**src/rtl/alu_pkg.sv**
```systemverilog
// alu_pkg: opcode encodings and FSM states shared by alu_seq and its bench.
package alu_pkg;
  localparam logic [3:0] OP_ADD  = 4'd0;
  localparam logic [3:0] OP_SUB  = 4'd1;
  localparam logic [3:0] OP_SGT  = 4'd2;
  localparam logic [3:0] OP_AND  = 4'd3;
  localparam logic [3:0] OP_OR   = 4'd4;
  localparam logic [3:0] OP_XOR  = 4'd5;
  localparam logic [3:0] OP_RSUB = 4'd6;
  localparam logic [3:0] OP_PASS = 4'd7;
  localparam logic [3:0] OP_MOVZ = 4'd8;
  localparam logic [3:0] OP_MUL  = 4'd9;
  localparam logic [3:0] OP_MFHI = 4'd10;
  localparam logic [3:0] OP_MFLO = 4'd11;
  typedef enum logic {S_IDLE, S_MUL} state_t;
endpackage

```
**src/rtl/alu_seq_mul_iter.sv**
```systemverilog
// mul_iter: unsigned shift-add multiplier, one partial product per clock.
// The first iteration happens on the start edge, so done rises WIDTH-1 cycles later.
module mul_iter #(
  parameter int WIDTH = 16
) (
  input  logic                 clk,
  input  logic                 rst_n,
  input  logic                 start,
  input  logic [WIDTH-1:0]     a,
  input  logic [WIDTH-1:0]     b,
  output logic                 done,
  output logic [2*WIDTH-1:0]   prod
);
  localparam int CW = $clog2(WIDTH);
  logic [2*WIDTH-1:0] acc_q, acc_d;
  logic [WIDTH-1:0]   a_q;
  logic [CW-1:0]      cnt_q;
  logic               run_q;
  // acc holds {partial high, remaining multiplier bits}; each step adds and shifts right
  function automatic logic [2*WIDTH-1:0] step(input logic [2*WIDTH-1:0] acc, input logic [WIDTH-1:0] m);
    logic [WIDTH:0] s;
    s = {1'b0, acc[2*WIDTH-1:WIDTH]} + {1'b0, (acc[0] ? m : {WIDTH{1'b0}})};
    return {s, acc[WIDTH-1:1]};
  endfunction
  always_comb begin
    acc_d = start ? step({{WIDTH{1'b0}}, b}, a) : step(acc_q, a_q);
    done  = run_q && (cnt_q == CW'(WIDTH-1));
    prod  = acc_d;
  end
  always_ff @(posedge clk or negedge rst_n) begin
    if (!rst_n) begin
      acc_q <= '0;
      a_q   <= '0;
      cnt_q <= '0;
      run_q <= 1'b0;
    end else if (start) begin
      acc_q <= acc_d;
      a_q   <= a;
      cnt_q <= CW'(1);
      run_q <= 1'b1;
    end else if (run_q) begin
      acc_q <= acc_d;
      cnt_q <= cnt_q + CW'(1);
      run_q <= !done;
    end
  end
endmodule

```
**src/rtl/alu_seq.sv**
```systemverilog
// alu_seq: registered ALU with valid/ready issue, iterative MUL into HI/LO.
module alu_seq
  import alu_pkg::*;
#(
  parameter int WIDTH = 16,
  parameter int OPW   = 4
) (
  input  logic             clk,
  input  logic             rst_n,
  input  logic             in_valid,
  output logic             in_ready,
  input  logic [OPW-1:0]   codop,
  input  logic [WIDTH-1:0] operando1,
  input  logic [WIDTH-1:0] operando2,
  output logic             out_valid,
  output logic [WIDTH-1:0] resultado,
  output logic             neg,
  output logic             zero,
  output logic             overflow,
  output logic             carry,
  output logic             busy
);
  localparam int SW = $clog2(WIDTH);
  localparam logic [SW-1:0] LAST = SW'(WIDTH-1);
  state_t             state_q, state_d;
  logic [SW-1:0]      step_q, step_d;
  logic [WIDTH-1:0]   res_q, res_d, hi_q, hi_d, lo_q, lo_d;
  logic               neg_q, neg_d, zero_q, zero_d, ovf_q, ovf_d, cry_q, cry_d, ov_q, ov_d;
  logic [WIDTH:0]     add_w, sub_w, rsb_w;
  logic [WIDTH-1:0]   alu_r;
  logic               alu_v, alu_c, alu_ok, fire, is_mul, mul_done;
  logic [2*WIDTH-1:0] prod;
  logic               sa, sb;
  assign in_ready  = (state_q == S_IDLE);
  assign busy      = ~in_ready;
  assign fire      = in_valid & in_ready;
  assign is_mul    = (codop == OP_MUL);
  assign out_valid = ov_q;
  assign resultado = res_q;
  assign neg       = neg_q;
  assign zero      = zero_q;
  assign overflow  = ovf_q;
  assign carry     = cry_q;
  assign sa        = operando1[WIDTH-1];
  assign sb        = operando2[WIDTH-1];
  mul_iter #(.WIDTH(WIDTH)) u_mul (
    .clk   (clk),
    .rst_n (rst_n),
    .start (fire & is_mul),
    .a     (operando1),
    .b     (operando2),
    .done  (mul_done),
    .prod  (prod)
  );
  always_comb begin
    add_w  = {1'b0, operando1} + {1'b0, operando2};
    sub_w  = {1'b0, operando1} - {1'b0, operando2};
    rsb_w  = {1'b0, operando2} - {1'b0, operando1};
    alu_r  = '0;
    alu_v  = 1'b0;
    alu_c  = 1'b0;
    alu_ok = 1'b1;
    case (codop)
      OP_ADD: begin
        alu_r = add_w[WIDTH-1:0];
        alu_c = add_w[WIDTH];
        alu_v = (sa == sb) && (alu_r[WIDTH-1] != sa);
      end
      OP_SUB: begin
        alu_r = sub_w[WIDTH-1:0];
        alu_c = sub_w[WIDTH];
        alu_v = (sa != sb) && (alu_r[WIDTH-1] != sa);
      end
      OP_RSUB: begin
        alu_r = rsb_w[WIDTH-1:0];
        alu_c = rsb_w[WIDTH];
        alu_v = (sa != sb) && (alu_r[WIDTH-1] != sb);
      end
      OP_SGT:  alu_r = {{(WIDTH-1){1'b0}}, (operando1 > operando2)};
      OP_AND:  alu_r = operando1 & operando2;
      OP_OR:   alu_r = operando1 | operando2;
      OP_XOR:  alu_r = operando1 ^ operando2;
      OP_PASS: alu_r = operando1;
      OP_MOVZ: alu_r = (operando1 == '0) ? operando2 : operando1;
      OP_MFHI: alu_r = hi_q;
      OP_MFLO: alu_r = lo_q;
      default: alu_ok = 1'b0;
    endcase
  end
  always_comb begin
    state_d = state_q;
    step_d  = step_q;
    res_d   = res_q;
    neg_d   = neg_q;
    zero_d  = zero_q;
    ovf_d   = ovf_q;
    cry_d   = cry_q;
    ov_d    = 1'b0;
    hi_d    = hi_q;
    lo_d    = lo_q;
    if (state_q == S_IDLE) begin
      if (fire && is_mul) begin
        state_d = S_MUL;
        step_d  = '0;
      end else if (fire) begin
        ov_d   = 1'b1;
        res_d  = alu_r;
        neg_d  = alu_ok & alu_r[WIDTH-1];
        zero_d = alu_ok & (alu_r == '0);
        ovf_d  = alu_v;
        cry_d  = alu_c;
      end
    end else begin
      // result is registered one cycle before the FSM leaves MUL so out_valid lands on the last busy cycle
      step_d  = step_q + SW'(1);
      state_d = (step_q == LAST) ? S_IDLE : S_MUL;
      if (mul_done) begin
        {hi_d, lo_d} = prod;
        res_d  = prod[WIDTH-1:0];
        neg_d  = prod[WIDTH-1];
        zero_d = (prod[WIDTH-1:0] == '0);
        ovf_d  = 1'b0;
        cry_d  = 1'b0;
        ov_d   = 1'b1;
      end
    end
  end
  always_ff @(posedge clk or negedge rst_n) begin
    if (!rst_n) begin
      state_q <= S_IDLE;
      step_q  <= '0;
      res_q   <= '0;
      neg_q   <= 1'b0;
      zero_q  <= 1'b0;
      ovf_q   <= 1'b0;
      cry_q   <= 1'b0;
      ov_q    <= 1'b0;
      hi_q    <= '0;
      lo_q    <= '0;
    end else begin
      state_q <= state_d;
      step_q  <= step_d;
      res_q   <= res_d;
      neg_q   <= neg_d;
      zero_q  <= zero_d;
      ovf_q   <= ovf_d;
      cry_q   <= cry_d;
      ov_q    <= ov_d;
      hi_q    <= hi_d;
      lo_q    <= lo_d;
    end
  end
endmodule

```
**config.mk**
```make
export PLATFORM = sky130hd
export DESIGN_NAME = alu_seq
export DESIGN_NICKNAME = d
export VERILOG_FILES = /design/src/rtl/alu_pkg.sv /design/src/rtl/alu_seq_mul_iter.sv /design/src/rtl/alu_seq.sv
export SDC_FILE = /design/constraint.sdc
export NUM_CORES = 1
export LEC_CHECK = 0
export ABC_AREA = 1
export BUFFER_PORTS_ARGS = -buffer_cell sky130_fd_sc_hd__buf_2
export CAP_MARGIN = 20
export CORE_UTILIZATION = 51
export DETAILED_ROUTE_END_ITERATION = 10
export PLACE_DENSITY = 0.72
export SYNTH_ARGS = -nofsm -noshare
export SYNTH_HDL_FRONTEND = slang
export SYNTH_SLANG_ARGS = --single-unit
```
**constraint.sdc**
```tcl
create_clock -name clk -period 6.5 [get_ports clk]
set_clock_uncertainty 0.05 [all_clocks]
set_input_delay 0.975 -clock clk [delete_from_list [all_inputs] [get_ports clk]]
set_output_delay 0.975 -clock clk [all_outputs]
set_load 0.05 [all_outputs]
```
== Yosys cells after proc, flatten, opt, wreduce, memory -nomap -nowiden ==
Index checks and enable logic that the tools add are counted.

* Bits in registers: 111
* Input bits: 39
* Output and inout port bits: 23
* Word-level logic and storage cells: 107

* $add $sub $neg: 6
* Magnitude comparators: 1
* Equality and inequality tests: 20
* Mux-type cells: 42
* Bitwise gates (word level): 8
* Reduce and logical (&&, ||, !) cells: 16

{| class="wikitable"
|+ Operator list
! kind !! number
|-
| $pmux W16 S11 || 1
|-
| $mux W16 || 7
|-
| $mux W32 || 3
|-
| $logic_not A16 Y1 || 3
|-
| $add A16 B16 Y17 || 2
|-
| $sub A16 B16 Y17 || 2
|-
| $mux W1 || 25
|-
| $eq A4 B4 Y1 const B || 6
|-
| $and A16 B16 Y16 || 1
|-
| $eq A4 B3 Y1 const B || 4
|-
| $gt A16 B16 Y1 || 1
|-
| $mux W4 || 4
|-
| $or A16 B16 Y16 || 1
|-
| $xor A16 B16 Y16 || 1
|-
| $reduce_or A11 Y1 || 1
|-
| $add A4 B1 Y4 const B || 2
|-
| $eq A4 B2 Y1 const B || 2
|-
| $pmux W1 S3 || 2
|-
| $reduce_bool A2 Y1 || 3
|-
| $logic_and A1 B1 Y1 || 5
|-
| $and A1 B1 Y1 || 4
|-
| $eq A4 B1 Y1 const B || 1
|-
| $logic_not A4 Y1 || 1
|-
| $ne A1 B1 Y1 || 4
|-
| other kinds (7) || 7
|}

== Longest topological paths before layout ==
Gate-level depths: netlist of run 1.

* Depth in word-level cells: 8
* Gate-level depth with buffers: 20

== By module ==
Synthesis of run 1 repeated with hierarchy kept, for this count alone.

* Cell total of the unflattened synthesis: 1661
* Area total of the unflattened synthesis: 10329.9 um2

{| class="wikitable"
|+ By module, submodules not included
! module !! instances !! cells each !! area an instance (um2) !! seq. area each (um2)
|-
| alu_seq || 1 || 1145 || 6805.3 || 1451.4
|-
| mul_iter || 1 || 516 || 3524.6 || 1326.3
|}

== Worst setup path before layout of run 1 ==
OpenSTA, ideal clock, no wires.

* Path kind: input port to flip-flop
* From: input port operando2[0]
* To: register zero_q, in the netlist zero
* Setup time: 77 ps
* Arrival: 2904 ps
* Slack: 3469 ps
* Stages on the path: 19
* Path buffers: 1
* Path through: inv_1 > clkbuf_1 > ha_1 > fa_1 > inv_1 > nand2_1 > nand2_1 > nand2_1 > nand3_1 > nand2_1 > nor2_1 > nand2_1 > nor2_1 > nand2_1 > nor2_1 > nand3_1 > nor2_1 > nand3_1 > a21oi_1

* Longest elaborated chain between the ends: 7
* Elaborated cells on any way between the ends: 18
* Those cells by class: add/sub: 3; order compare: 1; mux: 8; bitwise: 4; reduce/logical: 2

{| class="wikitable"
|+ RTL lines
! item !! line !! RTL
|-
| from (decl) || alu_seq.sv:14 || <nowiki>input logic [WIDTH-1:0] operando2,</nowiki>
|-
| $sub A16 B16 Y17, or another cell as far along || alu_seq.sv:58 || <nowiki>rsb_w = {1'b0, operando2} - {1'b0, operando1};</nowiki>
|-
| $pmux W16 S11 || alu_seq.sv:63 || <nowiki>case (codop)</nowiki>
|-
| $logic_not A16 Y1 || alu_seq.sv:109 || <nowiki>zero_d = alu_ok & (alu_r == '0);</nowiki>
|-
| $and A1 B1 Y1 || alu_seq.sv:109 ||
|-
| $mux W1 || alu_seq.sv:105 || <nowiki>end else if (fire) begin</nowiki>
|-
| $mux W1 || alu_seq.sv:102 || <nowiki>if (fire && is_mul) begin</nowiki>
|-
| $mux W1 (*) || alu_seq.sv:101 || <nowiki>if (state_q == S_IDLE) begin</nowiki>
|-
| to (signal assigned) || alu_seq.sv:145 || <nowiki>zero_q <= zero_d;</nowiki>
|-
| to (decl) || alu_seq.sv:28 || <nowiki>logic neg_q, neg_d, zero_q, zero_d, ovf_q, ovf_d, cry_q, cry_d, ov_q, ov_d;</nowiki>
|}

Every way passes the cells marked *; elsewhere a longest branch is shown, timed or not. The select of a mux whose other input is x is not followed.
A chain may end at the register's enable or synchronous reset.

== Worst setup path in the final report of run 1 ==
* From: input port in_valid
* To: register zero_q, in the netlist zero

* Longest elaborated chain between the ends: 6
* Elaborated cells on any way between the ends: 10
* Those cells by class: eq/ne: 1; mux: 3; bitwise: 2; reduce/logical: 4

{| class="wikitable"
|+ RTL lines
! item !! line !! RTL
|-
| from (decl) || alu_seq.sv:10 || <nowiki>input logic in_valid,</nowiki>
|-
| $and A1 B1 Y1 (*) || alu_seq.sv:36 || <nowiki>assign fire = in_valid & in_ready;</nowiki>
|-
| $and A1 B1 Y1 || alu_seq.sv:49 || <nowiki>.start (fire & is_mul),</nowiki>
|-
| $mux W32 || alu_seq_mul_iter.sv:26 || <nowiki>acc_d = start ? step({{WIDTH{1'b0}}, b}, a) : step(acc_q, a_q);</nowiki>
|-
| $logic_not A16 Y1 || alu_seq.sv:121 || <nowiki>zero_d = (prod[WIDTH-1:0] == '0);</nowiki>
|-
| $mux W1 || alu_seq.sv:117 || <nowiki>if (mul_done) begin</nowiki>
|-
| $mux W1 || alu_seq.sv:101 ||
|}

Marks and branches as above.

==> results of run 1 <==
## layout by cell type (no fill, tap or decap), types with 3 or more instances in the layout
| cell type | netlist | final |
|---|---|---|
| nand2_1 | 514 | 514 |
| inv_1 | 190 | 190 |
| nor2_1 | 153 | 153 |
| o21ai_0 | 133 | 133 |
| nand3_1 | 123 | 123 |
| dfrtp_1 | 111 | 111 |
| ha_1 | 82 | 82 |
| a21oi_1 | 77 | 77 |
| buf_2 | 19 | 60 |
| o22ai_1 | 21 | 21 |
| nand4_1 | 19 | 19 |
| nor3_1 | 14 | 13 |
| clkbuf_16 | 0 | 9 |
| xor2_1 | 8 | 8 |
| buf_4 | 3 | 8 |
| o211ai_1 | 7 | 7 |
| o21bai_1 | 6 | 6 |
| or2_2 | 4 | 4 |
| o21a_1 | 4 | 4 |
| a31oi_1 | 4 | 4 |
| fa_1 | 4 | 4 |
| inv_8 | 0 | 4 |
| nand2_2 | 3 | 3 |
| a21o_1 | 3 | 3 |
| o31ai_1 | 3 | 3 |
| o2111ai_1 | 3 | 3 |
| xnor2_1 | 3 | 3 |
| nand3b_1 | 3 | 3 |
| nor4_1 | 3 | 3 |
## through the flow
step	util, %	cell area (µm²)	instances	power [mW]
after floorplan	-	9910	1567	2.26
after global placement	54.7	10300	1843	2.69
after detailed placement	54.8	10400	1844	2.75
after CTS	56.4	10700	1860	3.32
after global routing	56.4	10700	1860	3.57
final	56.4	10700	1860	3.33
## how the worst min path moves through the flow
stage,end,slack (ns),cells past startpoint
CTS,u_mul.cnt_q[3],0.43,1
floorplan,u_mul.cnt_q[3],0.38,1
global route,u_mul.acc_q[31],0.45,2
finish,u_mul.cnt_q[3],0.43,1
detailed placement,u_mul.cnt_q[3],0.41,1
global placement,u_mul.acc_q[1],0.41,2
## kinds of logic after synthesis
logic type	after synthesis
AO/OA/AOI/OAI	273
XOR/XNOR	11
adder cells (fa/ha/maj)	86
buffers and inverters	244
flip-flops	111
AND/OR/NAND/NOR	842
## power by group
group / switching (mW) / internal, mW
Combinational: 1.13 / 0.468
Sequential: 0.190 / 0.976
Clock: 0.294 / 0.275
## registers in the layout, summed over array words and instances (netlist names), 4 cells and up
| register | count |
|---|---|
| step_q | 4 |
| u_mul.a_q | 16 |
| lo_q | 16 |
| u_mul.acc_q | 32 |
| u_mul.cnt_q | 4 |
| hi_q | 16 |
| resultado | 16 |
## final cells by class
| cell class | count | share of cell area (%) |
|---|---|---|
| multi-input cells | 1212 | 57.7 |
| flip-flops and latches | 111 | 26.1 |
| inverters | 192 | 6.76 |
| repair buffers | 69 | 3.64 |
| well taps | 260 | 3.05 |
| clock buffers | 9 | 2.11 |
| clock inverters | 7 | 0.704 |
## worst reg2reg max path, stage by stage (launching register included)
cell and delay, ns:
dfrtp_1 0.39, nor2_1 0.45, nand2_4 0.44, inv_1 0.65, buf_4 0.35, nand2_1 0.07, o21ai_0 0.22, nand2_1 0.10
nor3_1 0.39, a41oi_1 0.19, a21oi_1 0.17
## metal layers
metal / GRT usage (%) / up-vias
met5: 0 / -
met4: 18.2 / 0
met3: 4.42 / 98
met2: 55.6 / 481
met1: 48.4 / 4824
li1: - / 5108
==> impl_results.md, run 1 <==
* Fin crit period at around 3.8 ns
* Ports at 62
* FF-to-FF path depth at 10
* RSZ-0062 raised after global routing: false
* Critical Path Start: in_valid
* Adder-cell share of the synthesized area at 11.2%
* Multi-input gate area at between 6000 and 7000 µm²
* Kind of cell adding the most delay to the critical path: simple AND/OR/NAND/NOR gates
* Total track usage at between 30% and 40%
* Num rows at 50
* Post-synth EDFFs at 0
* Synthesis Warnings at 0
* Number of global-route vias before repair at between 9000 and 10000
* Antenna violations before repair at 0
* Initial Util at ~52%
* CP required at between 6 and 7 ns
* Fillers at 1943
* Hold Worst Slack at approximately 0.43 ns
* CP endpoint kind: flip-flop
* Clock sinks at 111
* GPL Wtd Cong at 1.03
* Worst path slowest cell: inv_1
* Met3 wire length at roughly 2.6 mm
* Routed Antenna Nets at 0
* HPWL Detailed at approximately 27 mm
* Final Cycle Share at 59.2%
* Pin count of the biggest net entering global routing at just under 60
* Status: complete, no violations
* Normalized max-slew margin at 31.7%
* Crit path cell chain: buf_2 -> inv_1 -> nor2_1 -> nand2_4 -> inv_1 -> buf_4 -> nand2_1 -> o21ai_0 -> nand2_1 -> nor3_1 -> a41oi_1 -> a21oi_1
* CP startpoint kind: input pin
* Synth Area in Compound Gates at between 15 and 20%
* Vias per inst at between 5 and 6
* Fraction of registers with async set/reset at 100%
* Crit Reg-Reg Startpoint: busy
* Core Area at 18900 µm²
* Grt ovf at 0
* Post-CTS Setup Inserts at 0
* Setup_tns at 0 ns
* VDD IR-drop max at about 190 µV
* Synth Area in XOR/XNOR at 0.972%
* Post-synthesis simple-gate area fraction at a little over a third
* CTS tree: done
* Antenna cell count at 0
* Slowest stage delay, CP at 0.62 ns
* Synth top area share at ~28%
* WL/cell at between 15 and 20 µm
* CP Buf/Inv Count at 4
* Port bufs at between 60 and 70
* CTS H-tree depth at 3
* Slew Limit Fails at 0
* Synth Register Bits at 111
* Wirelength, routed at roughly 34 mm
* Area delta synth->final at 7.58%
* Library cells used by synthesis at 44
* Drt pass-1 iters at 6
* Reg2Reg Setup Slack at ~3.0 ns
* Syn nets at about 1700
* Vias at between 10000 and 15000
* F_max at about 260 MHz
* DRT iter0 DRCs at between 1000 and 1500
* LEAKAGE at 5.78 nW
* Largest family of logic cells by synthesized area: simple AND/OR/NAND/NOR gates
* Max Root-Sink Buffers at 2
* Max layer used: met4
* Clk slew on worst S/H paths at around 0.080 ns
* Share of cells above drive strength 1 at between 6 and 7%
* CP Depth at 12
* Worst-Skew Late Latency at 0.36 ns
* Hold bufs inserted after CTS at 0
* Top-count cell post-synth: nand2_1
* Synth area leader: dfrtp_1
* Worst Path Arrival at approximately 4.1 ns
* Place WS at roughly 2.4 ns
* Global-route wire length before repair at 54.1 mm
* Most used DFF post-synth: dfrtp_1
* Chip Height at approximately 140 µm
* CTS buffer count at 9
* Die area at approximately 20000 µm²
* Die width at about 140 µm
* Worst r2r dst: zero
* Slew @ Worst Pin at between 1 and 1.5 ns
* HP Class: reg2reg
* Register area share after synthesis at between 20% and 30%
* Final setup vio count at 0
* Crit Path Category: in2reg
* WL met1 at about 15 mm
* Critical Path Sink: zero
* Fin. Hold Viols at 0
* Root buffer cell: clkbuf_16
* Pwr Density at 313 nW/µm²
* Nets at around 1700
* Post-Syn Area at just under 10000 µm²
* Max_cap viols at 0
* Reg area at approximately 2800 µm²
* Top cells by area, synth: dfrtp_1, nand2_1, ha_1, inv_1, o21ai_0
* Hold_sp: u_mul.cnt_q[3]
* Drt drc at 0
* Multiplexer area fraction after synthesis at 0%
* Crit-path max FO at 51
* Post-CTS Resized at 0
* Post-synth top cells: nand2_1, inv_1, nor2_1, o21ai_0, nand3_1
* Syn avg cell area at 6.32 µm²
* Synth Instances at about 1600
* Final worst setup slack at roughly 2.7 ns
* DR WL met2 at ~15 mm
Note: power is estimated with default switching activity, not from simulation.
==> run 2: changes to the inputs <==
Settings changed: ABC_AREA 1 to 0, PLACE_DENSITY 0.72 to 0.75.
Clock period 6.5 ns to 3.5 ns, I/O delays scaled along.
==> impl_results.md, run 2 <==
* Status: complete, no violations
* Internal at 3.99 mW (+130%)
* CTS H-tree depth at 3 (unchanged)
* Fraction of registers with async set/reset at 100% (unchanged)
* Vias at 10250 (-2.5%)
* Net Sw Frac at 47.5% (-0.93 points)
* Pwr Density at 646 nW/µm² (+110%)
* Die area at 19500 µm² (-2.5%)
* CP endpoint kind: flip-flop
* Most frequent cells in the layout: buf_4, nor2_1, nand2_1
* Die width at 140 µm (-1.2%)
* Fillers at 1633 (-16%)
* Most used DFF post-synth: dfrtp_1
* Num rows at 49 (-2.0%)
* Crit path cell chain: buf_12 -> and2_1 -> ha_1 -> o21ai_0 -> o21ai_1 -> o31ai_2 -> o21ai_1 -> o41ai_2 -> buf_4 -> o21ai_1 -> a21o_1 -> a21oi_1 -> xor2_1 -> o31ai_1
* NetSw at 3.61 mW (+120%)
* WL/cell at 23.4 µm (+27%)
* LEAKAGE at 5.46 nW (-5.7%)
* Clk slew on worst S/H paths at 0.09 ns (about the same)
* Seq pwr share at 31.2% (-3.8 points)
* Port bufs at 61 (unchanged)
* Top-count cell post-synth: nor2_1
* Share of cells above drive strength 1 at 23.5% (+17 points)
* Global-route wire length before repair at 57.7 mm (+6.5%)
* Max_cap viols at 0 (unchanged)
* Slew Limit Fails at 0 (unchanged)
* Commonest non-fill, non-tap cell in the layout: buf_4
* Clock share of power at 14.3% (-2.8 points)
* Total track usage at 39.1% (+3.6 points)
* Area delta synth->final at 21.8%
* Post-synth top cells: nor2_1, nand2_1, dfrtp_1, a21oi_1, o21ai_0
* Root buffer cell: clkbuf_16
* HP Class: in2async
* Antenna violations before repair at 0 (unchanged)
* Max Root-Sink Buffers at 2 (unchanged)
* Post-Syn Area at 9660 µm² (-2.5%)
* Fin. Hold Viols at 0 (unchanged)
* Synth Instances at 1180 (-25%)
* CP Buf/Inv Count at 2 (-2)
* Number of global-route vias before repair at 9768 (-1.6%)
* Reg2Reg Setup Slack at 0.12 ns (-2.84 ns)
* Register area share after synthesis at 28.8% (+0.72 points)
* Worst-Skew Late Latency at 0.37 ns (about the same)
* Drt drc at 0 (unchanged)
* Final worst setup slack at 0.122 ns (-2.53 ns)
* HPWL Detailed at 29.4 mm (+8.7%)
* Most flops, register: u_mul.acc_q
* CTS tree: done
* Crit-path max FO at 11 (-78%)
* Place WS at -0.262 ns (-2.62 ns)
* Top cell by count, worst path: o21ai_1
* CP required at 3.72 ns (-3.01 ns)
* Clock sinks at 111 (unchanged)
* Final setup vio count at 0 (unchanged)
* DRT iter0 DRCs at 1219 (+12%)
* Library cells used by synthesis at 86 (+95%)
* Slowest stage delay, CP at 0.45 ns (-0.17 ns)
* Ports at 62 (unchanged)
* Core Area at 18300 µm² (-3.3%)
* Hold bufs inserted after CTS at 0 (unchanged)
* Vias per inst at 6.40 (+13%)
* CTS buffer count at 9 (unchanged)
* Wirelength, routed at 37.5 mm (+9.6%)
* Worst Path Arrival at 3.60 ns (-0.48 ns)
* VDD IR-drop max at 599 µV (+210%)
* Worst path slowest cell: dfrtp_1
* Total chip power at 7.61 mW (+130%)
* CP startpoint kind: flip-flop
* Synth Register Bits at 111 (unchanged)
* Synth top area share at 28.8% (+0.72 points)
* Hold Worst Slack at 0.128 ns (-0.297 ns)
* Nets at 1491 (-13%)
* Slew @ Worst Pin at 0.854 ns (-0.168 ns)
* Top cells by area, synth: dfrtp_1, ha_1, a21oi_1, nor2_1, nand2_1
* Final Cycle Share at a little under 100%
* Normalized max-slew margin at 42.9% (+11 points)
* Largest register FFs at 32 (unchanged)
* Crit Path Category: reg2reg
* Routed Antenna Nets at 0 (unchanged)
* Synthesis Warnings at 0 (unchanged)
* Synth area leader: dfrtp_1
* Combinational group share of total power at 54.6% (+6.6 points)
* F_max at 296 MHz
* Drt pass-1 iters at 8 (+2)
* GPL Wtd Cong at 1.07 (+3.6%)
* Syn nets at 1305 (-23%)
* Syn avg cell area at 8.19 µm² (+29%)
* Grt ovf at 0 (unchanged)
* Initial Util at 52.9% (+0.43 points)
* Post-synth EDFFs at 0 (unchanged)
* Kind of cell adding the most delay to the critical path: compound AO/OA/AOI/OAI gates
* RSZ-0062 raised after global routing: true
* Chip Height at 140 µm (-1.2%)
* Fin crit period at roughly 3.4 ns
* Pin count of the biggest net entering global routing at 62 (+6.9%)
==> run 2: cell types whose count changed after synthesis, sizes merged, moves of 16 or more <==
cell,previous run,this run
nand2,518,113
inv,192,60
nor2b,0,16
nor2,156,129
mux2i,0,38
and2,2,20
o21ai,136,102
a21oi,77,97
a31oi,4,30
clkbuf,23,40
nand3,123,22
==> run 2: repair_timing <==
item	4_1_cts	5_1_grt
setup endpoints to repair	0	15
buffers inserted	0	1
gates resized for setup	0	13
endpoints found under the hold margin	0	0
==> run 2: power groups by stage <==
stage	Clock (mW)	Combinational [mW]	Sequential, mW
after CTS	1.10	4.00	2.35
after detailed placement	0	3.95	2.37
after global placement	0	3.87	2.35
after floorplan	0	2.37	2.60
final	1.08	4.15	2.37
after global routing	1.14	4.51	2.42
==> run 2: layout make-up <==
type                            count  area [µm²]  area share, %
Tap cell                          229         287           2.43
Inverter                           60         225           1.91
Sequential cell                   111        2780           23.6
Clock buffer                        9         225           1.91
Multi-Input combinational cell    935        6350           54.0
Clock inverter                      7        95.1          0.808
Antenna cell                        1        2.50         0.0213
Timing Repair Buffer              249        1810           15.4
==> run 2: cells by family (layout without fill, tap and decap cells) <==
kind of cell             after synthesis  in the layout  synth area share [%]
AO/OA/AOI/OAI                        390            390                  27.5
XOR/XNOR                              23             23                  2.09
adder cells (fa/ha/maj)               86             86                  11.5
buffers and inverters                134            325                  6.26
flip-flops                           111            111                  28.8
multiplexers                          43             43                  4.52
other                                  0              1                     0
AND/OR/NAND/NOR                      393            393                  19.4
==> run 2: final timing paths <==
check / start / end / depth (start not counted)
worst min-delay path: rst_n / u_mul.acc_q[31] / 1
worst min register to register: resultado[11] / resultado[11] / 2
worst max-delay path: u_mul.acc_q[0] / u_mul.acc_q[30] / 14
max in group asynchronous: rst_n / lo_q[11] / 2
min in group clk: resultado[11] / resultado[11] / 2
worst max register to register: u_mul.acc_q[0] / u_mul.acc_q[30] / 14
==> run 2: stage by stage <==
| stage | std cells | area (µm²) | TNS, ns | utilization (%) |
|---|---|---|---|---|
| final | 1601 | 11800 | 0 | 64.4 |
| after global placement | 1583 | 11400 | -0.320 | 62.3 |
| after global routing | 1600 | 11800 | -0.0865 | 64.4 |
| after floorplan | 1180 | 9660 | 0 | - |
| after detailed placement | 1583 | 11400 | -0.553 | 62.3 |
| after CTS | 1599 | 11700 | 0 | 64.0 |
==> run 2: per-layer routing <==
metal	wire length (µm)	GRT usage, %
met3	3760	6.99
met5	0	0
met1	15800	54.3
met4	1590	15.5
met2	16300	60.6
==> run 3: changes to the inputs <==
Settings changed: CORE_UTILIZATION 51 to 40, PLACE_DENSITY 0.75 to 0.62.
==> impl_results.md, run 3 (synthesized netlist as in run 2, its figures left out) <==
* Hold bufs inserted after CTS at 0 (unchanged)
* Combinational group share of total power at 54.0% (-0.6 points)
* Final setup vio count at 0 (unchanged)
* RSZ-0062 raised after global routing: false
* Antenna cell count at 0 (-1)
* Total track usage at 30.9% (-8.2 points)
* Top cell by count, worst path: nand4_1
* LEAKAGE at 5.27 nW (-3.3%)
* Routed Antenna Nets at 0 (unchanged)
* Crit Path Category: in2reg
* VDD IR-drop max at 629 µV (+5.0%)
* Core Area at 23500 µm² (+29%)
* CTS H-tree depth at 3 (unchanged)
* Drt drc at 0 (unchanged)
* Total chip power at 7.42 mW (-2.4%)
* Crit path cell chain: buf_2 -> inv_1 -> ha_1 -> fa_1 -> a31oi_1 -> o221ai_1 -> a211oi_1 -> nand4_1 -> nor4_2 -> buf_4 -> and3_1 -> nand4_1 -> o21ai_1
* Most frequent cells in the layout: buf_4, nor2_1, nand2_1
* Worst path slowest cell: a211oi_1
* Fin. Hold Viols at 0 (unchanged)
* HPWL Detailed at 29.2 mm (-0.51%)
* Fin crit period at 3.41 ns (+0.0311 ns)
* Area delta synth->final at 19.6%
* Worst Path Arrival at 3.66 ns (+0.06 ns)
* Pin count of the biggest net entering global routing at 65 (+4.8%)
* Slowest stage delay, CP at 0.55 ns (+0.10 ns)
* Internal at 3.93 mW (-1.6%)
* Vias per inst at 5.97 (-6.7%)
* Largest register FFs at 32 (unchanged)
* Status: complete, no violations
* Die width at 157 µm (+13%)
* Commonest non-fill, non-tap cell in the layout: buf_4
* Initial Util at 41.0% (-12 points)
* Max_cap viols at 0 (unchanged)
* Grt ovf at 0 (unchanged)
* Normalized max-slew margin at 41.3% (-1.6 points)
* Post-CTS Setup Inserts at 0 (unchanged)
* Post-CTS Resized at 0 (unchanged)
* Number of global-route vias before repair at 9417 (-3.6%)
* NetSw at 3.49 mW (-3.4%)
* Ports at 62 (unchanged)
* CP required at 3.75 ns (+0.03 ns)
* CTS tree: done
* Share of cells above drive strength 1 at 21.0% (-2.5 points)
* WL/cell at 22.4 µm (-4.3%)
* Max Root-Sink Buffers at 2 (unchanged)
* Most flops, register: u_mul.acc_q
* Nets at 1458 (-2.2%)
* Port bufs at 61 (unchanged)
* Crit Reg-Reg Startpoint: u_mul.acc_q[0]
* HP Class: in2async
* Final Cycle Share at 97.4% (+0.89 points)
* Wirelength, routed at 37.2 mm (-0.91%)
* Crit-path max FO at 5 (-6)
* Slew @ Worst Pin at 0.878 ns (+0.0238 ns)
* Clk slew on worst S/H paths at 0.08 ns (about the same)
* Chip Height at 157 µm (+13%)
* Vias at 9897 (-3.4%)
* Slew Limit Fails at 0 (unchanged)
* DRT iter0 DRCs at 1068 (-12%)
* Global-route wire length before repair at 56.8 mm (-1.5%)
* CP startpoint kind: input pin
* Die area at 24800 µm² (+27%)
* F_max at 293 MHz (-0.91%)
* CTS buffer count at 9 (unchanged)
* FF-to-FF path depth at 14 (unchanged)
* Antenna violations before repair at 2 (+2)
* Setup_tns at 0 ns (unchanged)
* Worst-Skew Late Latency at 0.37 ns (about the same)
* Net Sw Frac at 47.1% (-0.46 points)
* Clock share of power at 14.0% (-0.3 points)
* Drt pass-1 iters at 6 (-2)
* Pwr Density at 642 nW/µm² (-0.62%)
* GPL Wtd Cong at 1.05 (-1.8%)
* Root buffer cell: clkbuf_16
* Critical Path Start: operando1[0]
* Fillers at 2326 (+42%)
* CP endpoint kind: flip-flop
* Num rows at 56 (+14%)
* Clock sinks at 111 (unchanged)
* Seq pwr share at 32.0% (+0.8 points)
-- run 3: worst paths after layout --
check / to / slack, ns
max: zero / 0.09
min: u_mul.acc_q[31] / 0.13
max reg2reg: hi_q[14] / 0.24
min reg2reg: u_mul.a_q[13] / 0.43
max in group asynchronous: u_mul.acc_q[12] / 2.50
min in group clk: u_mul.a_q[13] / 0.43
-- run 3: final cells by class --
type	count	area [µm²]	share of cell area, %
Clock buffer	11	243	2.10
Clock inverter	5	41.3	0.357
Multi-Input combinational cell	935	6320	54.7
Inverter	60	225	1.95
Sequential cell	111	2780	24.0
Timing Repair Buffer	216	1550	13.4
Tap cell	319	399	3.45
-- run 3: critical path: cells and delay by family --
family	cells	cell delay (ns)
simple gates	4	0.96
fa+ha+maj	2	0.74
compound gates	4	1.08
buf+inv	3	0.37
-- run 3: through the flow --
step	setup slack (ns)	area (µm²)	utilization (%)	instances	hold slack, ns
after floorplan	0.374	9660	-	1180	0.179
after detailed placement	-0.227	11200	47.7	1641	0.414
after global placement	-0.191	11200	47.7	1641	0.410
final	0.0912	11600	49.1	1657	0.127
after CTS	0.102	11500	48.9	1657	0.151
after global routing	0.0178	11600	49.1	1657	0.194
-- run 3: metal layers --
metal  track usage (%)  part of all wire [%]
met4              13.2                   4.2
met2              46.4                    43
met1              43.4                    45
met3              5.62                   8.5
met5                 0                 0.062
-- run 3: power groups by stage --
stage | clock network (mW) | registers [mW] | logic [mW]
after CTS | 1.06 | 2.36 | 3.95
final | 1.04 | 2.38 | 4.01
after global placement | 0 | 2.37 | 3.87
after floorplan | 0 | 2.60 | 2.37
after detailed placement | 0 | 2.37 | 3.93
after global routing | 1.09 | 2.44 | 4.40
